### src/rtl/csr_reg_bank_if.sv
// Register-bus interface for csr_reg_bank: word address, byte enables,
// write strobe and a combinational read-data return.
interface csr_reg_bank_if #(
    parameter int ADDR_W = 14,
    parameter int BE_W   = 2,
    parameter int DATA_W = 16
);
    logic [ADDR_W-1:0] addr;
    logic [BE_W-1:0]   be;
    logic [DATA_W-1:0] wr_data;
    logic              wr_en;
    logic [DATA_W-1:0] rd_data;

    modport master (
        output addr, be, wr_data, wr_en,
        input  rd_data
    );

    modport slave (
        input  addr, be, wr_data, wr_en,
        output rd_data
    );
endinterface

### src/rtl/csr_reg_bank.sv
// CSR bank: version/scratch, sticky event status with masked irq, 32-bit
// saturating event counter with atomic snapshot, CTRL outputs and sampled STAT inputs.
module csr_reg_bank #(
    parameter int          REGS_DATA_W = 16,
    parameter int          REGS_ADDR_W = 14,
    parameter int          REGS_BE_W   = REGS_DATA_W >> 3,
    parameter int          CTRL_CNT    = 8,
    parameter int          STAT_CNT    = 8,
    parameter logic [15:0] VERSION     = 16'h0100
) (
    input  logic                  clk_i,
    input  logic                  rst_i,
    csr_reg_bank_if.slave         csr_if,
    output logic [CTRL_CNT*16-1:0] ctrl_o,
    input  logic [STAT_CNT*16-1:0] stat_i,
    input  logic [15:0]           evt_i,
    input  logic                  cnt_en_i,
    output logic                  irq_o
);

    typedef logic [15:0]            word_t;
    typedef logic [REGS_ADDR_W-1:0] addr_t;

    localparam addr_t A_VERSION    = addr_t'(16'h0000);
    localparam addr_t A_SCRATCH    = addr_t'(16'h0001);
    localparam addr_t A_EVT_STATUS = addr_t'(16'h0002);
    localparam addr_t A_EVT_MASK   = addr_t'(16'h0003);
    localparam addr_t A_CNT_CTRL   = addr_t'(16'h0004);
    localparam addr_t A_SNAP_LO    = addr_t'(16'h0005);
    localparam addr_t A_SNAP_HI    = addr_t'(16'h0006);
    localparam addr_t A_CTRL_BASE  = addr_t'(16'h0010);
    localparam addr_t A_STAT_BASE  = addr_t'(16'h0020);

    word_t       scratch_q,    scratch_d;
    word_t       evt_status_q, evt_status_d;
    word_t       evt_mask_q,   evt_mask_d;
    logic [31:0] cnt_q,        cnt_d;
    logic [31:0] snap_q,       snap_d;
    logic        irq_q,        irq_d;
    word_t       ctrl_q [CTRL_CNT];
    word_t       ctrl_d [CTRL_CNT];
    word_t       stat_q [STAT_CNT];
    word_t       stat_d [STAT_CNT];

    word_t               wmask;
    logic                wr_scratch, wr_evt_status, wr_evt_mask, wr_cnt_ctrl;
    logic [CTRL_CNT-1:0] wr_ctrl;
    logic                snap_req, clr_req;
    word_t               rd_data;

    // Byte-lane mask: be[0] covers bits [7:0], be[1] covers bits [15:8].
    function automatic word_t merge_be(input word_t old_v, input word_t new_v, input word_t m);
        return (old_v & ~m) | (new_v & m);
    endfunction

    // NOTE: every signal written in a combinational block gets a default first, so no latch is inferred.
    always_comb begin : decode
        wmask         = {{8{csr_if.be[1]}}, {8{csr_if.be[0]}}};
        wr_scratch    = csr_if.wr_en && (csr_if.addr == A_SCRATCH);
        wr_evt_status = csr_if.wr_en && (csr_if.addr == A_EVT_STATUS);
        wr_evt_mask   = csr_if.wr_en && (csr_if.addr == A_EVT_MASK);
        wr_cnt_ctrl   = csr_if.wr_en && (csr_if.addr == A_CNT_CTRL);
        for (int i = 0; i < CTRL_CNT; i++) begin
            wr_ctrl[i] = csr_if.wr_en && (csr_if.addr == A_CTRL_BASE + addr_t'(i));
        end
        snap_req = wr_cnt_ctrl && csr_if.be[0] && csr_if.wr_data[0];
        clr_req  = wr_cnt_ctrl && csr_if.be[0] && csr_if.wr_data[1];
    end

    always_comb begin : next_state
        scratch_d  = scratch_q;
        evt_mask_d = evt_mask_q;
        snap_d     = snap_q;
        cnt_d      = cnt_q;

        if (wr_scratch)  scratch_d  = merge_be(scratch_q,  csr_if.wr_data, wmask);
        if (wr_evt_mask) evt_mask_d = merge_be(evt_mask_q, csr_if.wr_data, wmask);

        // Clear first, then OR in new events so a same-cycle event wins.
        evt_status_d = evt_status_q;
        if (wr_evt_status) evt_status_d = evt_status_q & ~(csr_if.wr_data & wmask);
        evt_status_d = evt_status_d | evt_i;

        irq_d = |(evt_status_q & evt_mask_q);

        // Snapshot sees the pre-edge count, so it captures the value before any clear.
        if (snap_req) snap_d = cnt_q;
        if (clr_req) begin
            cnt_d = '0;
        end else if (cnt_en_i && (cnt_q != 32'hFFFF_FFFF)) begin
            cnt_d = cnt_q + 32'd1;
        end

        for (int i = 0; i < CTRL_CNT; i++) begin
            ctrl_d[i] = wr_ctrl[i] ? merge_be(ctrl_q[i], csr_if.wr_data, wmask) : ctrl_q[i];
        end
        for (int i = 0; i < STAT_CNT; i++) begin
            stat_d[i] = stat_i[16*i +: 16];
        end
    end

    always_comb begin : read_mux
        rd_data = '0;
        case (csr_if.addr)
            A_VERSION:    rd_data = VERSION;
            A_SCRATCH:    rd_data = scratch_q;
            A_EVT_STATUS: rd_data = evt_status_q;
            A_EVT_MASK:   rd_data = evt_mask_q;
            A_SNAP_LO:    rd_data = snap_q[15:0];
            A_SNAP_HI:    rd_data = snap_q[31:16];
            default:      rd_data = '0;
        endcase
        for (int i = 0; i < CTRL_CNT; i++) begin
            if (csr_if.addr == A_CTRL_BASE + addr_t'(i)) rd_data = ctrl_q[i];
        end
        for (int i = 0; i < STAT_CNT; i++) begin
            if (csr_if.addr == A_STAT_BASE + addr_t'(i)) rd_data = stat_q[i];
        end
    end

    // NOTE: state uses non-blocking assignments so every flop samples the pre-edge values.
    always_ff @(posedge clk_i) begin
        if (rst_i) begin
            scratch_q    <= '0;
            evt_status_q <= '0;
            evt_mask_q   <= '0;
            cnt_q        <= '0;
            snap_q       <= '0;
            irq_q        <= 1'b0;
            // NOTE: the CTRL/STAT arrays are plain flops, not RAM, so they reset with everything else.
            for (int i = 0; i < CTRL_CNT; i++) ctrl_q[i] <= '0;
            for (int i = 0; i < STAT_CNT; i++) stat_q[i] <= '0;
        end else begin
            scratch_q    <= scratch_d;
            evt_status_q <= evt_status_d;
            evt_mask_q   <= evt_mask_d;
            cnt_q        <= cnt_d;
            snap_q       <= snap_d;
            irq_q        <= irq_d;
            for (int i = 0; i < CTRL_CNT; i++) ctrl_q[i] <= ctrl_d[i];
            for (int i = 0; i < STAT_CNT; i++) stat_q[i] <= stat_d[i];
        end
    end

    for (genvar g = 0; g < CTRL_CNT; g++) begin : g_ctrl_out
        assign ctrl_o[16*g +: 16] = ctrl_q[g];
    end

    assign csr_if.rd_data = rd_data;
    assign irq_o          = irq_q;

endmodule

### src/flat_wrapper.sv
// flat-port wrapper written by rule: the top's interface ports become plain ports
module csr_reg_bank_flat 
#(
    parameter int          REGS_DATA_W = 16,
    parameter int          REGS_ADDR_W = 14,
    parameter int          REGS_BE_W   = REGS_DATA_W >> 3,
    parameter int          CTRL_CNT    = 8,
    parameter int          STAT_CNT    = 8,
    parameter logic [15:0] VERSION     = 16'h0100
)
  (clk_i, rst_i, ctrl_o, stat_i, evt_i, cnt_en_i, irq_o, csr_if_addr, csr_if_be, csr_if_wr_data, csr_if_wr_en, csr_if_rd_data);
  csr_reg_bank_if #(.ADDR_W(14), .BE_W(2), .DATA_W(16)) csr_if_i ();
  input  logic clk_i;
  input  logic rst_i;
  output logic [CTRL_CNT*16-1:0] ctrl_o;
  input  logic [STAT_CNT*16-1:0] stat_i;
  input  logic [15:0] evt_i;
  input  logic cnt_en_i;
  output logic irq_o;
  input wire logic [$bits(csr_if_i.addr)-1:0] csr_if_addr;
  input wire logic [$bits(csr_if_i.be)-1:0] csr_if_be;
  input wire logic [$bits(csr_if_i.wr_data)-1:0] csr_if_wr_data;
  input wire logic [$bits(csr_if_i.wr_en)-1:0] csr_if_wr_en;
  output wire logic [$bits(csr_if_i.rd_data)-1:0] csr_if_rd_data;
  assign csr_if_i.addr = csr_if_addr;
  assign csr_if_i.be = csr_if_be;
  assign csr_if_i.wr_data = csr_if_wr_data;
  assign csr_if_i.wr_en = csr_if_wr_en;
  assign csr_if_rd_data = csr_if_i.rd_data;
  csr_reg_bank #(.REGS_DATA_W(REGS_DATA_W), .REGS_ADDR_W(REGS_ADDR_W), .REGS_BE_W(REGS_BE_W), .CTRL_CNT(CTRL_CNT), .STAT_CNT(STAT_CNT), .VERSION(VERSION)) u_core (.clk_i(clk_i), .rst_i(rst_i), .csr_if(csr_if_i), .ctrl_o(ctrl_o), .stat_i(stat_i), .evt_i(evt_i), .cnt_en_i(cnt_en_i), .irq_o(irq_o));
endmodule
### config.mk
export PLATFORM = sky130hd
export DESIGN_NAME = csr_reg_bank_flat
export DESIGN_NICKNAME = d
export VERILOG_FILES = /design/src/rtl/csr_reg_bank_if.sv /design/src/rtl/csr_reg_bank.sv /design/src/flat_wrapper.sv
export SDC_FILE = /design/constraint.sdc
export NUM_CORES = 1
export LEC_CHECK = 0
export BUFFER_PORTS_ARGS = -buffer_cell sky130_fd_sc_hd__buf_2
export CAP_MARGIN = 40
export CORE_MARGIN = 5
export CORE_UTILIZATION = 45
export CTS_BUF_LIST = sky130_fd_sc_hd__clkbuf_2 sky130_fd_sc_hd__clkbuf_4 sky130_fd_sc_hd__clkbuf_8
export DETAILED_ROUTE_END_ITERATION = 12
export GPL_TIMING_DRIVEN = 1
export PLACE_DENSITY = 0.77
export SYNTH_ARGS = -nofsm -noshare
export SYNTH_HDL_FRONTEND = slang
export SYNTH_SLANG_ARGS = --single-unit
### constraint.sdc
create_clock -name clk_i -period 3 [get_ports clk_i]
set_clock_uncertainty 0.15 [all_clocks]
set_input_delay 0.3 -clock clk_i [delete_from_list [all_inputs] [get_ports clk_i]]
set_output_delay 0.3 -clock clk_i [all_outputs]
set_load 0.03 [all_outputs]
==> impl_metrics.yaml, run 1 <==
clock_network:
  clkSinkCount: 369
  cts_root_buffer: "clkbuf_8"
  clk_pin_slew_ns: 0.07
  cts_buffers: 58
  ctsLongestPathBuffers: 3
  htree_num_levels: 2
  clock_latency_ns: 0.65
  cts_tree: "yes"
worst_setup_path:
  cp-end-kind: "output pin"
  slowest_stage: "o21ai_0"
  start_kind: "primary input"
  cp_num_buf_inv: 5
  path_class: "in2out"
  cp_max_fo: 20
  path_delay_family: "compound AO/OA/AOI/OAI gates"
  cp.arrival_ns: 2.54
  crit_path_cell_trace: "buf_4, buf_12, buf_4, buf_4, o21ai_0, o21ai_0, a221oi_1, o31ai_1, buf_2"
  cpMostUsedCell: "buf_4"
  worst_ep_required_time_ns: 2.55
  max_stage_delay_ns: 0.51
pwr:
  ir_drop_uv: 386
  p_per_area_nw_per_um2: 466
  p_leak_uw: 0.00952
place:
  place_area_um2: 19800
  gp_congestion: 1.04
  portBuffers: 324
  dpl.cell_count: 2744
  hpwl_um: 53300
global_routing:
  grt_max_degree: 101
  gr-usage-met1_pct: 46.2
  met3_usage_pct: 7.96
  antenna_found_initial: 3
  grt_pass1_vias: 18200
  top_usage_layer: "met2"
  grt_pass1_wl_um: 116000
  track_usage_pct: 37.4
  met2_usage_pct: 60.8
  overflow: 0
logic_synthesis:
  synth_cell_type_count: 67
  synth-seq-cells: 369
  postSynthCellCount: 1871
  synth_edf_count: 0
  ys_seq_area_share_pct: 45.0
  synthFlopType: "dfxtp_1"
  avgSynthCellArea_um2: 8.77
  async_flop_share_pct: 0
  synth_nets: 2052
  synth_warnings: 0
  synth_area_um2: 16400
timing:
  holdWs_ns: 0.229
  finalCritPeriodShare_pct: 99.5
  finalSetupTns_ns: 0
  tightest_slew_ns: 0.794
  drv_slew: 0
  min_period_ns: 2.99
  relSlewSlack_pct: 46.9
  hold_viol: 0
  setup_violations: 0
  clock.fmax_mhz: 335
run_status:
  status: "complete, no violations"
floorplanning:
  ios: 325
  chipHeight_um: 201
  dieArea_um2: 40400
  core_um2: 36300
  initial_core_util_pct: 45.2
  rows: 70
  die_width_um: 201
drt:
  detail-route-antenna-nets: 0
  wire_per_inst_um: 25.8
  vias_per_cell: 5.92
  drt_iter0_markers: 1985
  vias: 18200
  drc: 0
  wl_um: 79200
  firstDrtPassIters: 8
cells_and_area:
  fin_area_um2: 23800
  final_nets: 2737
  layout-drive-gt1-share_pct: 31.3
  final_cell_mix: "dfxtp_1, buf_2, nor2_1, dlygate4sd3_1, buf_4"
  layout_commonest_cell: "dfxtp_1"
  area_growth_pct: 44.8
  fin_cells: 3073
flow_run:
  cap_violations: 0
min_path:
  hp-class: "in2reg"
## logic make-up after synthesis
kind of cell	Yosys count	share of synthesized area [%]
compound gates	417	16.3
xor+xnor	23	1.23
fa+ha+maj	1	0.0763
buf+inv	139	3.71
flops	369	45.0
mux	200	12.5
simple gates	722	21.2
## what timing repair did
| item | in CTS | in global routing |
|---|---|---|
| resized for setup | 53 | 57 |
| buffers inserted | 2 | 2 |
| setup endpoints to repair | 12 | 14 |
| pin swaps | 14 | 18 |
| hold buffers | 217 | 0 |
| hold endpoints to repair | 257 | 0 |
## stage by stage
step / setup WS (ns) / utilization [%] / power [uW]
after floorplan: 0.0332 / - / 5580
after global placement: -0.177 / 54.7 / 6080
after detailed placement: -0.192 / 54.7 / 6090
after CTS: -0.0367 / 64.8 / 10900
after global routing: -0.000953 / 65.5 / 11300
final: 0.0145 / 65.5 / 11100
## final cells by class
type / count / area (um2)
antenna: 3 / 7.51
clock buffer: 94 / 1160
clock inverter: 12 / 123
fill: 2794 / 12500
inverter: 10 / 37.5
multi-input combinational: 1363 / 8790
sequential: 369 / 7410
tap: 468 / 586
timing repair buffer: 754 / 5650
## routing by layer
metal,vias up,share of wire [%]
li1,7937,-
met5,-,0
met3,349,9.4
met1,8621,38
met2,1270,46
met4,0,6.5
## path summary, 6_finish.rpt
| check | start | to | slack (ns) | depth (start not counted) |
|---|---|---|---|---|
| max | csr_if_addr[1] | csr_if_rd_data[6] | 0.01 | 9 |
| min | stat_i[11] | u_core.stat_q[0][11] | 0.23 | 3 |
| max reg2reg | u_core.cnt_q[15] | u_core.cnt_q[27] | 0.52 | 7 |
| min reg2reg | u_core.snap_q[25] | u_core.snap_q[25] | 0.32 | 2 |
## Yosys cell counts (4+ instances only)
cell type	count	area, um2
buf_1	14	52.6
nor2b_1	140	876
a221oi_1	24	210
a21oi_1	122	611
o31ai_1	5	37.5
nor3_2	11	110
a211oi_1	8	60.1
dfxtp_1	369	7390
a221o_1	5	50.1
nor2_1	285	1070
a22oi_1	39	293
nand3_1	31	155
o22ai_1	20	125
a22o_1	5	43.8
a31oi_1	13	81.3
a211o_1	4	35.0
mux2i_1	185	1850
inv_1	9	33.8
buf_2	11	55.1
and3_1	8	50.1
xnor2_1	6	52.6
nand2_1	146	548
a21oi_2	30	263
xor2_1	17	149
nand4_1	10	62.6
or3_1	11	68.8
nor3_1	19	95.1
mux2_2	13	146
nand2_2	30	188
nand2b_1	4	25.0
buf_12	4	80.1
clkbuf_1	99	372
o21ai_0	98	490
o32ai_1	6	52.6
nor2_2	7	43.8
o221ai_1	13	114
## report_power, final
part / switching, uW / internal (uW)
Sequential: 66.6 / 5010
Clock: 2110 / 2620
Combinational: 697 / 569
Total: 2870 / 8200
## worst min-delay path, cell delays in order
cell and delay, ns:
dlygate4sd3_1 0.52, buf_2 0.09, nor2b_1 0.11
Power figures use the tool's default switching activity.
==> inputs of run 2 (changes only) <==
--- a/config.mk
+++ b/config.mk
@@ -5,7 +5,7 @@
 export SDC_FILE = /design/constraint.sdc
 export NUM_CORES = 1
 export LEC_CHECK = 0
-export BUFFER_PORTS_ARGS = -buffer_cell sky130_fd_sc_hd__buf_2
+export BUFFER_PORTS_ARGS = -buffer_cell sky130_fd_sc_hd__clkbuf_2
 export CAP_MARGIN = 40
 export CORE_MARGIN = 5
 export CORE_UTILIZATION = 45
==> impl_metrics.yaml, run 2 (synthesis results as in run 1) <==
run_status:
  status: "finished with violations"
  failed_checks: "setup timing"
worst_setup_path:
  rr_endpoint: "u_core.cnt_q[30]"
  r2r-start: "u_core.cnt_q[6]"
  cp_max_fo: 2
  start_kind: "flop"
  crit_path_cell_trace: "mux2_4, a221oi_2, or3_4, a221oi_4, a221oi_2, o31ai_2, buf_4"
  path_delay_family: "compound AO/OA/AOI/OAI gates"
  cp_num_buf_inv: 1
  regToRegSetupSlack_ns: 0.62
  cpMostUsedCell: "a221oi_2"
  max_stage_delay_ns: 0.39
  worst_ep_required_time_ns: 2.55
  cp-end-kind: "output pin"
  slowest_stage: "or3_4"
  path_class: "reg2out"
  r2r_cells: 7
  cp.arrival_ns: 2.57
place:
  dpl.cell_count: 2753
  portBuffers: 324
  hpwl_um: 53500
  place_area_um2: 19800
  gp_congestion: 1.02
cells_and_area:
  final_nets: 2724
  layout-drive-gt1-share_pct: 31.8
  area_growth_pct: 43.2
  fin_cells: 3055
  final_cell_mix: "dfxtp_1, clkbuf_2, nor2_1, buf_4, dlygate4sd3_1"
  layout_commonest_cell: "dfxtp_1"
  fin_area_um2: 23500
drt:
  firstDrtPassIters: 7
  drt_iter0_markers: 2066
  wl_um: 77300
  drc: 0
  vias_per_cell: 5.84
  wire_per_inst_um: 25.3
  vias: 17800
  detail-route-antenna-nets: 0
floorplanning:
  initial_core_util_pct: 45.2
  core_um2: 36300
  ios: 325
  rows: 70
  die_width_um: 201
  dieArea_um2: 40400
  chipHeight_um: 201
clock_network:
  htree_num_levels: 2
  cts_buffers: 56
  cts_root_buffer: "clkbuf_8"
  clk_pin_slew_ns: 0.08
  clock_latency_ns: 0.66
  cts_tree: "yes"
  ctsLongestPathBuffers: 3
  clkSinkCount: 369
timing:
  clock.fmax_mhz: 331
  rsz0062_at_grt: "true"
  hold_viol: 0
  setup_violations: 1
  tightest_slew_ns: 0.790
  finalCritPeriodShare_pct: 101
  min_period_ns: 3.02
  relSlewSlack_pct: 47.0
  drv_slew: 0
  setup_slack_ns: -0.0180
global_routing:
  grt_pass1_vias: 17900
  grt_pass1_wl_um: 114000
  antenna_found_initial: 4
  track_usage_pct: 36.6
  grt_max_degree: 87
  overflow: 0
min_path:
  whs_path_depth: 3
  min_from: "csr_if_wr_data[14]"
  hp-class: "in2reg"
pwr:
  p_per_area_nw_per_um2: 464
  ir_drop_uv: 389
  p_leak_uw: 0.00935
flow_run:
  cap_violations: 0
[run 2: worst min-delay path: cells and delay by family]
family,cells,cell delay [ns]
buffers and inverters,1,0.33
AND/OR/NAND/NOR,1,0.15
AO/OA/AOI/OAI,1,0.05
[run 2: worst max-delay path by stage]
stage                                start                 to  slack, ns  cells past startpoint
finish              u_core.evt_status_q[0]  csr_if_rd_data[0]      -0.02                      7
floorplan                   csr_if_addr[1]  csr_if_rd_data[6]       0.03                     10
global placement            csr_if_addr[0]  csr_if_rd_data[1]      -0.32                     12
CTS                 u_core.evt_status_q[0]  csr_if_rd_data[0]      -0.14                      7
detailed placement          csr_if_addr[0]  csr_if_rd_data[1]      -0.20                     13
global route             u_core.snap_q[16]  csr_if_rd_data[0]      -0.02                      7
[run 2: per-stage QoR]
| step | hold WS [ns] | setup TNS, ns | total power, uW | util, % | worst slack, ns |
|---|---|---|---|---|---|
| floorplan | 0.267 | 0 | 5580 | - | 0.0332 |
| global placement | 0.299 | -1.02 | 6080 | 54.7 | -0.317 |
| detailed placement | 0.313 | -0.712 | 6090 | 54.7 | -0.198 |
| CTS | 0.0278 | -0.135 | 10800 | 64.3 | -0.135 |
| global route | 0.0313 | -0.0487 | 11200 | 64.8 | -0.0211 |
| finish | 0.0573 | -0.0180 | 10900 | 64.8 | -0.0180 |
[run 2: routing by layer]
layer | up-vias | GRT usage (%) | part of all wire [%] | routed length, um
li1 | 7913 | - | - | -
met1 | 8523 | 45.8 | 39 | 30400
met2 | 1129 | 60.1 | 46 | 35800
met3 | 268 | 7.82 | 8.8 | 6800
met4 | 0 | 17.9 | 5.7 | 4400
met5 | - | 0 | 0 | 0
[run 2: layout make-up]
type / instances / area [um2]
diodes: 3 / 7.51
clock buffers: 85 / 1060
clock inverters: 14 / 159
fillers: 2871 / 12800
inverters: 10 / 37.5
multi-input cells: 1363 / 8740
flip-flops and latches: 369 / 7420
well taps: 468 / 586
repair buffers: 743 / 5480
[run 2: what timing repair did]
action,in CTS,in global routing
setup endpoints to repair,12,11
hold endpoints to repair,181,0
hold buffers,197,0
resized for setup,64,54
pin swaps,18,23
cloned,1,0
buffers inserted,3,4
[run 2: power breakdown]
| part | internal (uW) | switching [uW] |
|---|---|---|
| Combinational | 551 | 677 |
| Clock | 2510 | 2090 |
| Sequential | 5010 | 65.2 |
| Total | 8070 | 2830 |
